--- src/rtl/aes_block_packer.sv ---
// Packs four 32-bit plaintext words into one 128-bit AES block and counts blocks per job.
// Optional AES_PACK_BYTE_SWAP_EN byte-reverses each word before storage (FIPS-197 byte order).
module aes_block_packer #(
  parameter int WORD_W          = 32,
  parameter int WORDS_PER_BLOCK = 4,
  parameter int CNT_W           = 16
) (
  input  logic                              clk,
  input  logic                              reset_n,
  input  logic                              clear_i,
  input  logic                              start_i,
  input  logic [CNT_W-1:0]                  nblocks_i,
  input  logic [WORD_W-1:0]                 word_data_i,
  input  logic                              word_valid_i,
  output logic                              word_ready_o,
  output logic [WORD_W*WORDS_PER_BLOCK-1:0] blk_data_o,
  output logic                              blk_valid_o,
  input  logic                              blk_ready_i,
  output logic                              busy_o,
  output logic                              done_o,
  output logic [CNT_W-1:0]                  blk_cnt_o
);

  localparam int BLK_W = WORD_W * WORDS_PER_BLOCK;
  localparam int IDX_W = $clog2(WORDS_PER_BLOCK);

  typedef enum logic [1:0] {
    IDLE = 2'd0,
    FILL = 2'd1,
    HOLD = 2'd2,
    DONE = 2'd3
  } state_t;

  state_t             state_q, state_d;
  logic [IDX_W-1:0]   idx_q, idx_d;
  logic [CNT_W-1:0]   cnt_q, cnt_d;
  logic [CNT_W-1:0]   nblk_q, nblk_d;
  logic [BLK_W-1:0]   data_q, data_d;
  logic [WORD_W-1:0]  word_in;

`ifdef AES_PACK_BYTE_SWAP_EN
  always_comb begin
    word_in = '0;
    for (int b = 0; b < WORD_W / 8; b++) begin
      word_in[8*b +: 8] = word_data_i[WORD_W-8-8*b +: 8];
    end
  end
`else
  assign word_in = word_data_i;
`endif

  always_comb begin
    state_d = state_q;
    idx_d   = idx_q;
    cnt_d   = cnt_q;
    nblk_d  = nblk_q;
    data_d  = data_q;
    if (clear_i) begin
      state_d = IDLE;
      idx_d   = '0;
      cnt_d   = '0;
      data_d  = '0;
    end else begin
      case (state_q)
        IDLE: begin
          if (start_i) begin
            cnt_d = '0;
            idx_d = '0;
            if (nblocks_i != '0) begin
              nblk_d  = nblocks_i;
              state_d = FILL;
            end else begin
              state_d = DONE;
            end
          end
        end
        FILL: begin
          if (word_valid_i) begin
            data_d[idx_q*WORD_W +: WORD_W] = word_in;
            idx_d = idx_q + IDX_W'(1);
            if (idx_q == IDX_W'(WORDS_PER_BLOCK - 1)) begin
              idx_d   = '0;
              state_d = HOLD;
            end
          end
        end
        HOLD: begin
          // Single block buffer: no word is taken until this block leaves.
          if (blk_ready_i) begin
            cnt_d   = cnt_q + CNT_W'(1);
            state_d = (cnt_d == nblk_q) ? DONE : FILL;
          end
        end
        DONE: state_d = IDLE;
        default: state_d = IDLE;
      endcase
    end
  end

  always_ff @(posedge clk or negedge reset_n) begin
    if (!reset_n) begin
      state_q <= IDLE;
      idx_q   <= '0;
      cnt_q   <= '0;
      nblk_q  <= '0;
      data_q  <= '0;
    end else begin
      state_q <= state_d;
      idx_q   <= idx_d;
      cnt_q   <= cnt_d;
      nblk_q  <= nblk_d;
      data_q  <= data_d;
    end
  end

  // Handshake outputs come only from registered state, never from valid/ready inputs.
  assign word_ready_o = (state_q == FILL);
  assign blk_valid_o  = (state_q == HOLD);
  assign busy_o       = (state_q == FILL) || (state_q == HOLD);
  assign done_o       = (state_q == DONE);
  assign blk_data_o   = data_q;
  assign blk_cnt_o    = cnt_q;

endmodule
--- config.mk ---
export PLATFORM = sky130hd
export DESIGN_NAME = aes_block_packer
export DESIGN_NICKNAME = d
export VERILOG_FILES = /design/src/rtl/aes_block_packer.sv
export SDC_FILE = /design/constraint.sdc
export NUM_CORES = 1
export LEC_CHECK = 0
export BUFFER_PORTS_ARGS = -buffer_cell sky130_fd_sc_hd__buf_2
export CAP_MARGIN = 20
export CORE_MARGIN = 3
export CORE_UTILIZATION = 50
export DETAILED_ROUTE_END_ITERATION = 10
export PLACE_DENSITY = 0.77
export RECOVER_POWER = 25
export SYNTH_ARGS = -nofsm -noshare
export SYNTH_HDL_FRONTEND = slang
export SYNTH_SLANG_ARGS = --single-unit
--- constraint.sdc ---
create_clock -name clk -period 2.48 [get_ports clk]
set_input_delay 0.124 -clock clk [delete_from_list [all_inputs] [get_ports clk]]
set_output_delay 0.124 -clock clk [all_outputs]
set_load 0.02 [all_outputs]
### Word-level counts from Yosys, hierarchy flattened

Index checks and enable logic that the tools add are counted.
W data, S select, Z words.

* output and inout port bits: 148
* register bits: 164

* mux-type cells: 21
* reductions and logical operators: 12
* shift-type cells: 2
* eq/ne operators: 9
* $add $sub $neg: 3
* bitwise gates (word level): 1

Operators with widths (count)
* $mux W128: 3
* $bwmux W128: 1
* $shift A32 B34 Y128 const A: 1
* $shiftx A32 B34 Y128: 1
* $mux W16: 3
* $neg A7 Y34: 1
* $pmux W16 S2: 1
* $mux W2: 11
* $add A16 B1 Y16 const B: 1
* $eq A16 B16 Y1: 1
* $reduce_bool A16 Y1: 1
* $pmux W2 S4: 1
* $reduce_and A4 Y1: 2
* $eq A2 B2 Y1 const B: 3
* $ne A3 B2 Y1 const B: 2
* $ne A3 B3 Y1 const B: 2
* $reduce_and A3 Y1: 2
* $reduce_bool A3 Y1: 2
* $pmux W2 S2: 1
* $reduce_bool A2 Y1: 2
* $add A2 B1 Y2 const B: 1
* $eq A2 B1 Y1 const B: 1
* $logic_not A2 Y1: 1
* $reduce_and A2 Y1: 1
* other kinds (2): 2

### Longest topological paths before layout

Gate-level depths: netlist of run 1.

* depth after elaboration: 6
* mapped depth: 9
* gate-level depth less buffers: 8

### Least setup slack after synthesis of run 1

Ideal clock, no wire load.

* path kind: flip-flop to flip-flop
* start: register cnt_q[2], in the netlist blk_cnt_o[2]
* end: register state_q[1]
* cell stages (with the launch flop): 9
* arrival: 2.233 ns
* period minus slack after synthesis: 2.329 ns
* setup slack: 0.151 ns
* path buffers: 2
* required time: 2.385 ns
* cell sequence: dfrtp_1 buf_2 nand4_2 or3_1 buf_6 a211oi_2 o32ai_1 or4_1 o31ai_1

* word-level cells in the longest chain between the ends: 6

RTL lines
* start, declared: RTL line 36 `logic [CNT_W-1:0] cnt_q, cnt_d;`
* start signal, assigned: RTL line 110 `cnt_q <= cnt_d;`
* $add A16 B1 Y16: RTL line 90 `cnt_d = cnt_q + CNT_W'(1);`
* $eq A16 B16 Y1: RTL line 91 `state_d = (cnt_d == nblk_q) ? DONE : FILL;`
* $mux W2: RTL line 91
* $mux W2: RTL line 89 `if (blk_ready_i) begin`
* $pmux W2 S4: RTL line 64 `case (state_q)`
* $mux W2: RTL line 58 `if (clear_i) begin`
* end signal, assigned: RTL line 108 `state_q <= state_d;`
* end, declared: RTL line 34 `state_t state_q, state_d;`

Every way passes these cells. The select of a mux whose other input is x is not followed.
A chain may end at the register's enable or synchronous reset.

### Worst setup path in the final report of run 1

* start: register state_q[0]
* end: register cnt_q[10], in the netlist blk_cnt_o[10]

* word-level cells in the longest chain between the ends: 3

RTL lines (RTL line)
* $eq A2 B2 Y1 / $logic_not A2 Y1 (equally long branches): 64
* $ne A3 B2 Y1 (no line), or another cell as far along
* $reduce_and A3 Y1 (no line) / $mux W16 (equally long branches)

Parallel ways exist; a longest one is shown, timed or not.

==> run_results.csv, run 1 <==
group,metric,value,unit
worst_setup_path,cp.required,2.81,ns
synthesis,ys_seq_area_frac,0.591,
timing,drv_slew,65,
worst_setup_path,path_buf_inv,3,
worst_setup_path,path_cells,"inv_1, ha_1, nor2b_1, o31ai_2, buf_4, nor2b_1, buf_4, a21oi_1, nand2b_1, o31ai_1",
cts,clk_pin_slew,0.06,ns
grt,grt_pass1_wl,33700,um
timing,fmax,427,MHz
layout,syn2layout_area_growth,36.5,%
layout,insertedDiodeCount,0,
power,p_per_area,869,nW/um^2
worst_setup_path,r2r_slack,0.14,ns
timing,post-route-period-util,0.944,
layout,layout_commonest_cell,"buf_2",
power,p_leak,4.81,nW
cts,cts.path.max_buffers,2,
synthesis,synth-xor-area-share,0.0252,
power,vdd_drop_max,0.000603,V
placed_design,port_buffers,201,
route,routed_via_density,5.98,
placed_design,dp_hpwl,14600,um
route,drtIter0Drc,574,
floorplan,std_cell_rows,42,
worst_setup_path,endpoint_kind,"register",
route,wl_per_cell,20.6,um
floorplan,fp.dieH,124,um
floorplan,die_area,15300,um^2
worst_setup_path,cp.arrival,2.67,ns
layout,fin_nets,938,
route,vias,6355,
timing,worst_pin_slew,1.56,ns
grt,grt_use_met1,0.364,
timing,setup_violations,0,
cts,root_buffer,"clkbuf_16",
grt,grt_start_max_net_pins,65,
synthesis,synth-simple-area-share,0.110,
synthesis,synth_compound_area_frac,0.203,
grt,grt_pass1_vias,6296,
synthesis,synth_mux_area_frac,0.0260,
cts,cts.sinks,164,
grt,use_met3,0.0618,
placed_design,post-place-ws,0.0650,ns
grt,grt_overflow_total,0,
worst_setup_path,r2r-end,"blk_cnt_o[10]",
route,firstDrtPassIters,5,
worst_setup_path,max_stage_delay,0.44,ns
floorplan,start_util,0.518,
layout,layout-drive-gt1-share,0.330,
worst_setup_path,timing.rr.start,"state_q[0]",
worst_setup_path,critPathKind,"reg2reg",
timing,finalHoldViolCount,0,
synthesis,synthAdderAreaFrac,0.0162,
worst_setup_path,crit_path_start_kind,"register",
synthesis,synth_cells,614,
floorplan,io_pins,202,
grt,track_usage,0.286,
outcome,status,"finished with violations",
synthesis,syn_area,6940,um^2
cts,insertion_delay,0.43,ns
timing,fin_ws,0.138,ns
grt,grt_busiest_layer,"met2",
power,total_power,8.23,mW
min_path,min_path_type,"in2async",
timing,finalSetupTns,0,ns
cts,cts_tree,"built",
grt,antenna_found_initial,0,
route,drc,0,
synthesis,synth_top_family_by_area,"compound AO/OA/AOI/OAI gates",
grt,grt.met2_usage,0.477,
synthesis,ys_warn_count,0,
layout,final_cell_mix,"200 x buf_2, 163 x dfrtp_1, 97 x a22o_1, 91 x nand2_1, 54 x o21ai_0",
timing,rsz0062_at_grt,"false",
floorplan,coreArea,13400,um^2
worst_setup_path,crit_family,"simple AND/OR/NAND/NOR gates",
placed_design,place_congestion,0.931,
synthesis,yosysUniqueCellTypes,41,
outcome,violations,"capacitance limit, slew limit",
cts,numCtsBuffers,17,
route,wl,21800,um
timing,finalClockSkew,0.00837,ns
timing,slew_headroom,-0.0415,
synthesis,syn-num-nets,677,
route,ant_nets,0,
synthesis,syn_avg_cell_area,11.3,um^2
cts,htree_levels,4,
synthesis,ys_ff_latch,164,
worst_setup_path,cp_max_fo,7,
timing,layout_min_cycle_time,2.34,ns
worst_setup_path,reg2reg_depth,10,
worst_setup_path,worst_path_max_delay_cell,"dfrtp_1",
floorplan,die_w,124,um
job,drv_cap,1,
[logic make-up (layout without fill, tap and decap cells)]
| kind of cell | Yosys count | count (layout) |
|---|---|---|
| AO/OA/AOI/OAI | 193 | 193 |
| flip-flops | 164 | 164 |
| AND/OR/NAND/NOR | 162 | 162 |
| buffers and inverters | 50 | 322 |
| XOR/XNOR | 20 | 20 |
| multiplexers | 16 | 16 |
| adder cells (fa/ha/maj) | 9 | 9 |
[Yosys cell counts]
| cell type | number | area share |
|---|---|---|
| nand3b_1 | 2 | 0.0022 |
| a31oi_1 | 4 | 0.0036 |
| a21oi_1 | 14 | 0.010 |
| o211ai_1 | 1 | 0.0011 |
| a22o_1 | 97 | 0.12 |
| nand2_1 | 91 | 0.049 |
| nor2b_1 | 7 | 0.0063 |
| or4_1 | 1 | 0.0011 |
| or3_1 | 4 | 0.0036 |
| xnor2_1 | 12 | 0.015 |
| a21o_1 | 2 | 0.0022 |
| o2111ai_1 | 2 | 0.0025 |
| nand4_2 | 1 | 0.0018 |
| o41ai_1 | 2 | 0.0025 |
| nor2_1 | 9 | 0.0049 |
| o32ai_1 | 1 | 0.0013 |
| nand2b_1 | 2 | 0.0018 |
| o31ai_1 | 11 | 0.012 |
| and3_1 | 2 | 0.0018 |
| buf_2 | 2 | 0.0014 |
| or2b_1 | 1 | 0.0011 |
| and4_1 | 2 | 0.0025 |
| mux2_2 | 16 | 0.026 |
| o221ai_1 | 1 | 0.0013 |
| inv_1 | 9 | 0.0049 |
| o21ai_0 | 54 | 0.039 |
| dfrtp_1 | 164 | 0.59 |
| buf_6 | 1 | 0.0016 |
| nand3_1 | 12 | 0.0087 |
| xor2_1 | 8 | 0.010 |
| nor4_1 | 10 | 0.0090 |
| ha_1 | 9 | 0.016 |
| a311oi_1 | 1 | 0.0013 |
| a41oi_1 | 1 | 0.0013 |
| a211oi_2 | 1 | 0.0018 |
| nor3_1 | 8 | 0.0058 |
| nor3b_1 | 2 | 0.0022 |
| a32oi_1 | 1 | 0.0013 |
| clkbuf_1 | 38 | 0.021 |
| nand4_1 | 7 | 0.0063 |
| and4_2 | 1 | 0.0014 |
[layer usage]
metal / vias to the layer above / share of wire
li1: 2787 / -
met1: 3159 / 0.39
met2: 355 / 0.50
met3: 54 / 0.083
met4: 0 / 0.026
met5: - / 0
[per-stage QoR]
step           utilization  hold WS (ns)  instances  cell area, um^2
6_report             0.707         0.156       1062             9470
5_1_grt              0.707         0.177       1062             9470
4_1_cts              0.705         0.159       1061             9450
3_5_place_dp         0.624        0.0568        982             8370
3_3_place_gp         0.624        0.0474        982             8370
2_1_floorplan            -        -0.172        614             6940
[worst max path at each step]
stage	start	cells after the start	end	slack, ns
after floorplan	blk_cnt_o[2]	8	state_q[1]	0.15
after global placement	blk_cnt_o[0]	6	state_q[1]	0.15
after detailed placement	blk_cnt_o[0]	6	state_q[1]	0.06
after CTS	blk_cnt_o[0]	6	state_q[1]	0.04
after global routing	state_q[0]	10	blk_cnt_o[10]	0.01
final	state_q[0]	10	blk_cnt_o[10]	0.14
[what timing repair did]
action                                 4_1_cts  5_1_grt
hold buffers                                49        0
endpoints found under the hold margin      168        0
gates resized for setup                      0        4
setup endpoints to repair                    0        6
buffers inserted                             0        0
[layout make-up]
| cell class | instances | area [um^2] |
|---|---|---|
| clock buffers | 20 | 447 |
| repair buffers | 283 | 1790 |
| multi-input cells | 400 | 2730 |
| well taps | 176 | 220 |
| flip-flops and latches | 164 | 4110 |
| inverters | 9 | 33.8 |
| clock inverters | 10 | 150 |
| fillers | 973 | 3930 |
[worst register-to-register path: stages (launching register included)]
cell      delay (ns)
dfrtp_1         0.44
inv_1           0.11
ha_1            0.24
nor2b_1         0.17
o31ai_2         0.29
buf_4           0.22
nor2b_1         0.27
buf_4           0.23
a21oi_1         0.07
nand2b_1        0.14
o31ai_1         0.07
[registers in the layout (all words and copies together), names as in the netlist]
name,count
blk_cnt_o,16
blk_data_o,128
idx_q,2
nblk_q,16
state_q,2
[where the power goes]
part,internal (mW),switching [mW],leakage [nW]
Combinational,0.815,1.37,2.30
Sequential,3.03,0.332,2.23
Clock,1.61,1.08,0.287
Total,5.45,2.78,4.81
(Power assumes the default switching activity.)
==> run 2, diff against run 1 <==
--- a/config.mk
+++ b/config.mk
@@ -10,6 +10,7 @@
 export CORE_MARGIN = 3
 export CORE_UTILIZATION = 50
 export DETAILED_ROUTE_END_ITERATION = 10
+export GPL_TIMING_DRIVEN = 0
 export PLACE_DENSITY = 0.77
 export RECOVER_POWER = 25
 export SYNTH_ARGS = -nofsm -noshare
==> run 2 against run 1 <==
  * The flow finishes with violations (setup timing)
  * Die area unchanged
  * Via count increased by 0.63%
  * Clock skew about the same
  * Routed wire length increased by 0.61%
  * Non-clock buffer count increased by 12
  * Worst setup slack got worse by 0.14 ns
  * Final cell count increased by 1.3%
==> run_results.csv, run 2 (synthesis gave the netlist of run 1 again) <==
group,metric,value,unit
layout,largest_reg_flops,128,
placed_design,port_buffers,200,
layout,final_cells,1076,
route,routed_via_density,5.94,
timing,fin_ws,-0.00387,ns
layout,insertedDiodeCount,0,
cts,cts.sinks,164,
grt,grt_overflow_total,0,
grt,antenna_found_initial,0,
cts,cts.path.max_buffers,2,
timing,finalHoldViolCount,0,
floorplan,die_w,124,um
floorplan,start_util,0.518,
route,ant_nets,0,
timing,slew_headroom,0.0333,
worst_setup_path,cp_max_fo,8,
worst_setup_path,critPathKind,"reg2reg",
route,wl,22000,um
floorplan,die_area,15300,um^2
power,p_leak,4.54,nW
placed_design,place_congestion,0.939,
timing,post-route-period-util,1.00,
route,vias,6395,
job,drv_cap,0,
cts,numCtsBuffers,17,
worst_setup_path,endpoint_kind,"register",
power,p_per_area,875,nW/um^2
worst_setup_path,cp.required,2.79,ns
worst_setup_path,crit_path_start_kind,"register",
layout,fin_nets,950,
worst_setup_path,r2r_slack,-0.004,ns
timing,setup_violations,1,
worst_setup_path,r2r-end,"state_q[1]",
layout,layout-drive-gt1-share,0.253,
power,total_power,8.21,mW
cts,htree_levels,4,
cts,insertion_delay,0.42,ns
cts,clk_pin_slew,0.07,ns
layout,final_cell_mix,"160 x dfrtp_1, 135 x buf_2, 97 x a22o_1, 91 x nand2_1, 87 x clkbuf_1",
timing,layout_min_cycle_time,2.48,ns
floorplan,fp.dieH,124,um
cts,cts_tree,"built",
route,drc,0,
floorplan,io_pins,202,
worst_setup_path,cp.arrival,2.79,ns
min_path,min_path_type,"in2reg",
power,vdd_drop_max,0.000683,V
layout,layout_commonest_cell,"dfrtp_1",
worst_setup_path,crit_start,"blk_cnt_o[2]",
worst_setup_path,timing.rr.start,"blk_cnt_o[2]",
floorplan,std_cell_rows,42,
route,wl_per_cell,20.4,um
grt,track_usage,0.285,
layout,final_cell_area,9390,um^2
timing,fmax,403,MHz
floorplan,coreArea,13400,um^2
route,drtIter0Drc,945,
cts,root_buffer,"clkbuf_16",
placed_design,place_inst,991,
grt,grt_pass1_vias,6128,
grt,grt_pass1_wl,33500,um
timing,finalSetupTns,-0.00387,ns
outcome,status,"finished with violations",
outcome,violations,"setup timing",
route,firstDrtPassIters,6,
layout,post-route-util,0.701,
timing,finalClockSkew,0.00793,ns
placed_design,dpl_cell_area,8200,um^2
worst_setup_path,reg2reg_depth,8,
timing,rsz0062_at_grt,"false",
placed_design,dp_hpwl,14800,um
layout,fill_cells,977,
layout,syn2layout_area_growth,35.3,%
worst_setup_path,crit_end,"state_q[1]",
timing,worst_pin_slew,1.45,ns
grt,grt_start_max_net_pins,111,
timing,drv_slew,0,
run 2: report_power, final:
group,switching (mW),internal (mW),total (mW)
Clock,1.17,1.55,2.72
Sequential,0.319,3.03,3.35
Combinational,1.38,0.773,2.15
run 2: area by class of cell:
| class | count | area [um^2] | area share |
|---|---|---|---|
| Buffer | 40 | 184 | 0.0196 |
| Clock buffer | 19 | 443 | 0.0472 |
| Clock inverter | 13 | 166 | 0.0177 |
| Inverter | 9 | 33.8 | 0.00360 |
| Multi-Input combinational cell | 400 | 2760 | 0.294 |
| Sequential cell | 164 | 4110 | 0.438 |
| Tap cell | 176 | 220 | 0.0234 |
| Timing Repair Buffer | 255 | 1480 | 0.157 |
run 2: worst min path at each step:
| stage | startpoint | slack [ns] | to | cells after the start |
|---|---|---|---|---|
| 2_1_floorplan | reset_n | -0.17 | blk_cnt_o[0] | 0 |
| 3_3_place_gp | nblocks_i[14] | 0.37 | nblk_q[14] | 2 |
| 3_5_place_dp | reset_n | 0.13 | blk_data_o[68] | 1 |
| 4_1_cts | clear_i | 0.17 | idx_q[0] | 4 |
| 5_1_grt | start_i | 0.20 | nblk_q[3] | 3 |
| 6_report | start_i | 0.19 | nblk_q[1] | 3 |
run 2: stage by stage:
step / hold WS, ns / worst slack (ns)
after CTS: 0.167 / -0.0203
after global placement: 0.372 / -0.990
final: 0.188 / -0.00387
after detailed placement: 0.126 / -0.624
after global routing: 0.205 / 0.00898
after floorplan: -0.172 / 0.151
run 2: layer usage:
layer	vias up	track usage	share of wire
met4	0	0.101	0.025
li1	2813	-	-
met2	376	0.459	0.49
met3	56	0.0627	0.085
met1	3150	0.383	0.40
met5	-	0	0
run 2: timing repair:
action,CTS,global route
cloned,0,0
pin swaps,2,2
gates resized for setup,20,30
hold endpoints to repair,190,0
setup endpoints to repair,77,139
hold buffers,49,0
buffers inserted,1,4
run 2: critical path, cell delays in order, from the launching register on:
cell	delay [ns]
dfrtp_1	0.39
buf_4	0.19
nand4_4	0.12
or3_1	0.36
buf_6	0.15
a211oi_2	0.20
o32ai_1	0.10
or4_1	0.59
o31ai_2	0.27
